### config.mk
export PLATFORM = sky130hd
export DESIGN_NAME = uncache_bridge
export DESIGN_NICKNAME = d
export VERILOG_FILES = /design/src/rtl/uncache_bridge_pkg.sv /design/src/rtl/uncache_addr_align.sv /design/src/rtl/uncache_bridge.sv
export SDC_FILE = /design/constraint.sdc
export NUM_CORES = 1
export LEC_CHECK = 0
export BUFFER_PORTS_ARGS = -buffer_cell sky130_fd_sc_hd__buf_2
export CAP_MARGIN = 10
export CELL_PAD_IN_SITES_DETAIL_PLACEMENT = 1
export CELL_PAD_IN_SITES_GLOBAL_PLACEMENT = 2
export CORE_MARGIN = 1
export CORE_UTILIZATION = 31
export CTS_CLUSTER_DIAMETER = 80
export CTS_CLUSTER_SIZE = 12
export DETAILED_ROUTE_END_ITERATION = 6
export GPL_ROUTABILITY_DRIVEN = 0
export PLACE_DENSITY_LB_ADDON = 0.12
export SLEW_MARGIN = 20
export SYNTH_ARGS = -nofsm -noshare
export SYNTH_HDL_FRONTEND = slang
export SYNTH_HIERARCHICAL = 1
export SYNTH_SLANG_ARGS = --single-unit
### constraint.sdc
create_clock -name clk -period 5.5 [get_ports clk]
set_input_delay 0.275 -clock clk [delete_from_list [all_inputs] [get_ports clk]]
set_output_delay 0.275 -clock clk [all_outputs]
set_load 0.05 [all_outputs]
### src/rtl/uncache_bridge_pkg.sv
// ----------------------------------------------------------------------------
// uncache_bridge_pkg
// Shared definitions for the uncached-access bridge:
//   state_t   - bridge FSM states (IDLE, REQ, WAIT, DONE)
//   SIZE_*    - transfer size codes used on cpu_size / bus_size
// ----------------------------------------------------------------------------
package uncache_bridge_pkg;

    typedef enum logic [1:0] {
        IDLE = 2'd0,
        REQ  = 2'd1,
        WAIT = 2'd2,
        DONE = 2'd3
    } state_t;

    localparam logic [1:0] SIZE_BYTE = 2'd0;
    localparam logic [1:0] SIZE_HALF = 2'd1;
    localparam logic [1:0] SIZE_WORD = 2'd2;

endpackage

### src/rtl/uncache_addr_align.sv
// ----------------------------------------------------------------------------
// uncache_addr_align
// Purely combinational address alignment for the outgoing bus request.
// Word transfers force addr[1:0]=00, halfword transfers force addr[0]=0,
// byte transfers pass the address through unchanged.
// Ports:
//   size     in  2   transfer size code (SIZE_BYTE/SIZE_HALF/SIZE_WORD)
//   addr     in  32  latched request address
//   aligned  out 32  address presented on the bus
// ----------------------------------------------------------------------------
module uncache_addr_align
    import uncache_bridge_pkg::*;
(
    input  logic [1:0]  size,
    input  logic [31:0] addr,
    output logic [31:0] aligned
);

    always_comb begin
        aligned = addr;
        if (size == SIZE_WORD) begin
            aligned[1:0] = 2'b00;
        end else if (size == SIZE_HALF) begin
            aligned[0] = 1'b0;
        end
    end

endmodule

### src/rtl/uncache_bridge.sv
// ----------------------------------------------------------------------------
// uncache_bridge
// Converts a CPU uncached data access (cpu_en & no_dcache) into a single
// SRAM-like bus transaction (req/addr_ok/data_ok handshake). One transaction
// is outstanding at a time; the CPU is stalled until it completes.
//
// Optional feature (macro UNCACHE_WBUF_EN): one-entry posted write buffer.
// A store seen in IDLE is accepted without stalling and drained on the bus in
// the background; any uncached access arriving meanwhile stalls until the
// store's data_ok and then runs its own transaction.
//
// Ports:
//   clk, rst                 clock, asynchronous active-high reset
//   cpu_en, no_dcache        CPU request valid / request is uncached
//   cpu_wen[3:0]             byte write enables (0 = read)
//   cpu_size[1:0]            0=byte, 1=half, 2=word
//   cpu_addr[31:0]           physical address
//   cpu_wdata[31:0]          store data
//   cpu_rdata[31:0]          load data (holds until next read completes)
//   cpu_stall                hold CPU pipeline
//   bus_req, bus_wr          bus request / write flag
//   bus_size, bus_addr       transfer size / aligned address
//   bus_wdata                write data
//   bus_addr_ok, bus_data_ok request accepted / transfer complete
//   bus_rdata[31:0]          read data, valid with bus_data_ok
// ----------------------------------------------------------------------------
module uncache_bridge
    import uncache_bridge_pkg::*;
(
    input  logic        clk,
    input  logic        rst,
    input  logic        cpu_en,
    input  logic        no_dcache,
    input  logic [3:0]  cpu_wen,
    input  logic [1:0]  cpu_size,
    input  logic [31:0] cpu_addr,
    input  logic [31:0] cpu_wdata,
    output logic [31:0] cpu_rdata,
    output logic        cpu_stall,
    output logic        bus_req,
    output logic        bus_wr,
    output logic [1:0]  bus_size,
    output logic [31:0] bus_addr,
    output logic [31:0] bus_wdata,
    input  logic        bus_addr_ok,
    input  logic        bus_data_ok,
    input  logic [31:0] bus_rdata
);

    state_t      state_reg, state_next;
    logic        wr_reg;
    logic [1:0]  size_reg;
    logic [31:0] addr_reg;
    logic [31:0] wdata_reg;
    logic [31:0] rdata_reg;

    logic        req_active;
    logic        latch_req;
    logic        capture_rdata;
    logic        post_now;     // request in IDLE may be posted (no stall)
    logic        posted_reg;   // current transaction is a posted store

    assign req_active = cpu_en & no_dcache;

`ifdef UNCACHE_WBUF_EN
    logic posted_next;

    // Any store found in IDLE can be posted: the buffer is always empty
    // there, because a posted store only returns to IDLE after its data_ok.
    assign post_now = |cpu_wen;

    // posted_reg stays set through DONE so that a request which arrived
    // while the store drained is not released before its own transaction.
    always_comb begin
        posted_next = posted_reg;
        if (state_reg == IDLE && req_active) begin
            posted_next = post_now;
        end else if (state_reg == DONE) begin
            posted_next = 1'b0;
        end
    end

    always_ff @(posedge clk or posedge rst) begin
        if (rst) begin
            posted_reg <= 1'b0;
        end else begin
            posted_reg <= posted_next;
        end
    end
`else
    assign post_now   = 1'b0;
    assign posted_reg = 1'b0;
`endif

    // Next-state and stall logic
    always_comb begin
        state_next = state_reg;
        latch_req  = 1'b0;
        cpu_stall  = 1'b0;
        case (state_reg)
            IDLE: begin
                if (req_active) begin
                    state_next = REQ;
                    latch_req  = 1'b1;
                    cpu_stall  = ~post_now;
                end
            end
            REQ: begin
                // While a posted store drains, only a new uncached request stalls.
                cpu_stall = posted_reg ? req_active : 1'b1;
                if (bus_addr_ok) begin
                    state_next = bus_data_ok ? DONE : WAIT;
                end
            end
            WAIT: begin
                cpu_stall = posted_reg ? req_active : 1'b1;
                if (bus_data_ok) begin
                    state_next = DONE;
                end
            end
            DONE: begin
                // A request waiting behind a posted store has not been served yet.
                cpu_stall  = posted_reg & req_active;
                state_next = IDLE;
            end
            default: begin
                state_next = IDLE;
            end
        endcase
    end

    // data_ok only counts once the request has been accepted
    assign capture_rdata = ~wr_reg & bus_data_ok &
                           (((state_reg == REQ) & bus_addr_ok) | (state_reg == WAIT));

    always_ff @(posedge clk or posedge rst) begin
        if (rst) begin
            state_reg <= IDLE;
            wr_reg    <= 1'b0;
            size_reg  <= 2'b00;
            addr_reg  <= 32'h0;
            wdata_reg <= 32'h0;
            rdata_reg <= 32'h0;
        end else begin
            state_reg <= state_next;
            if (latch_req) begin
                wr_reg    <= |cpu_wen;
                size_reg  <= cpu_size;
                addr_reg  <= cpu_addr;
                wdata_reg <= cpu_wdata;
            end
            if (capture_rdata) begin
                rdata_reg <= bus_rdata;
            end
        end
    end

    uncache_addr_align u_align (
        .size    (size_reg),
        .addr    (addr_reg),
        .aligned (bus_addr)
    );

    assign bus_req   = (state_reg == REQ);
    assign bus_wr    = wr_reg;
    assign bus_size  = size_reg;
    assign bus_wdata = wdata_reg;
    assign cpu_rdata = rdata_reg;

endmodule

==> results_dict.tcl <==
set metrics [dict create \
    initial_core_util 0.316 \
    dr_wl_met2_mm 4.58 \
    grt_overflow_total 0 \
    finalNonFillerCells 629 \
    route.detailed.drc 0 \
    cts_root_buf "clkbuf_16" \
    place_inst 613 \
    via_per_inst 4.25 \
    worst_pin_slew_ns 1.03 \
    grt_max_degree 70 \
    finClkSkew_ns 0.00441 \
    worst-endpoint-required_ns 5.22 \
    top_layer_used "met4" \
    ys_seq_area_frac 0.606 \
    drive_above_1_share 0.717 \
    post_cts_buffers 0 \
    cts_buffers 9 \
    antenna_found_initial 0 \
    yosysWarnings 6 \
    ys_ff_latch 101 \
    core-area_sq_mm 0.0132 \
    wl_met1_mm 3.69 \
    io_buffers 208 \
    clkTransAtPathRegs_ns 0.07 \
    clock.fmax_ghz 0.350 \
    rsz0062_at_grt "no" \
    critPathArrivalTime_ns 2.58 \
    grt_pass1_wl_mm 14.8 \
    worstSkewPairLatency_ns 0.34 \
    critPathMaxFanout 69 \
    start_kind "flip-flop" \
    drtPass1Iterations 4 \
    ctsResizeCount 0 \
    hold_buffers 0 \
    crit_type "flip-flop to output pin" \
    postRouteAntennaNets 0 \
    nNetsFinal 561 \
    die-area_sq_mm 0.0139 \
    place_hpwl_mm 6.67 \
    area_growth_pct 30.2 \
    most-common-layout-cells "buf_2 (208), dfrtp_1 (101), mux2_2 (89)" \
    min_period_ns 2.85 \
    syn_area_sq_mm 0.00417 \
    drv_slew 0 \
    via_count 2673 \
    timing.rr.end "addr_reg[20]" \
    fp.dieW_um 118 \
    cts_buffer_depth 2 \
    synthesis.area_per_instance_sq_um 15.6 \
    yosysUniqueCellTypes 22 \
    wire_per_inst_um 14.4 \
    grt_pass1_vias 2832 \
    antenna_cells 0 \
    syn-num-nets 380 \
    tns_ns 0 \
    ios 209 \
    violations "hold timing" \
    hold_viol_final 1 \
    layout_commonest_cell "buf_2" \
    whs_ns -0.00178 \
    drtIter0Drc 87 \
    cts_tree "yes" \
    status "complete, but fails checks" \
    clock-sinks 101 \
    rrSetupSlack_ns 3.15 \
    endpoint_kind "output pin" \
    num_rows 42 \
    min_path_type "primary input to async pin" \
    die_h_um 118 \
    drt-total-wl_mm 9.09 \
    route.met3.wl_um 701 \
    htreeDepth 3 \
    period_share 0.519 \
    netlist_instances 267 \
    cap_violations 0 \
    setup_viol 0 \
    reg2regPathDepth 4 \
    final_util 0.412 \
    grt_util_all_layers 0.139 \
    r2r_start "state_reg[0]" \
    maxSlewHeadroom 0.315 \
]
## per-stage QoR
step	worst slack, ns	area [sq um]	hold slack [ns]
after global placement	2.96	5150	0.399
after detailed placement	2.91	5150	0.396
final	2.65	5430	-0.00178
after CTS	2.53	5430	0.0155
after global routing	2.31	5430	0.0325
after floorplan	2.58	4170	0.410
## cells in the mapped netlist (all sizes together)
master | instances | area [sq um]
a211oi | 1 | 7.51
a21boi | 1 | 7.51
a21oi | 1 | 5.00
a222oi | 1 | 10.0
and2 | 1 | 6.26
and3 | 1 | 6.26
buf | 40 | 303
dfrtp | 101 | 2530
ha | 5 | 62.6
inv | 7 | 26.3
mux2 | 98 | 1130
mux2i | 2 | 20.0
nand2 | 2 | 7.51
nand3 | 1 | 10.0
nor3 | 1 | 16.3
nor4 | 1 | 6.26
o21ai | 2 | 10.0
xnor2 | 1 | 8.76
## worst max-delay path, stage by stage (launching register included)
cell and delay, ns:
dfrtp_1 0.42, inv_1 0.15, ha_1 0.26, nand3_4 0.76
o21ai_0 0.32, buf_2 0.32
## layer usage
layer	track usage	vias to the layer above
met5	0	-
met4	0.0433	0
met3	0.0552	8
met2	0.230	108
met1	0.164	1307
li1	-	1250
## how the worst max path moves through the flow
stage	startpoint	to	slack [ns]	depth (start not counted)
floorplan	rst	addr_reg[0]	2.58	1
global placement	state_reg[0]	cpu_stall	2.96	5
detailed placement	state_reg[0]	cpu_stall	2.91	5
CTS	state_reg[0]	cpu_stall	2.53	5
global route	state_reg[0]	cpu_stall	2.31	5
finish	state_reg[0]	cpu_stall	2.65	5
## cell type report
| type | instances | area (sq um) |
|---|---|---|
| clock buffer | 10 | 239 |
| sequential | 101 | 2530 |
| clock inverter | 6 | 38.8 |
| timing repair buffer | 210 | 1060 |
| tap | 176 | 220 |
| multi-input combinational | 119 | 1320 |
| inverter | 7 | 28.8 |
| fill | 1461 | 7760 |
## logic make-up after synthesis
family	after synthesis	share of synthesized area
AOI/OAI and AO/OA	6	0.00960
xor gates and xnor gates	1	0.00210
adders and majority gates	5	0.0150
buffers and inverters	47	0.0789
DFF	101	0.606
muxes	100	0.276
and+or+nand+nor	7	0.0126
Power is left out: the tool's default activity adds up to more than one toggle a clock period on the data nets, which glitch-free logic cannot reach.
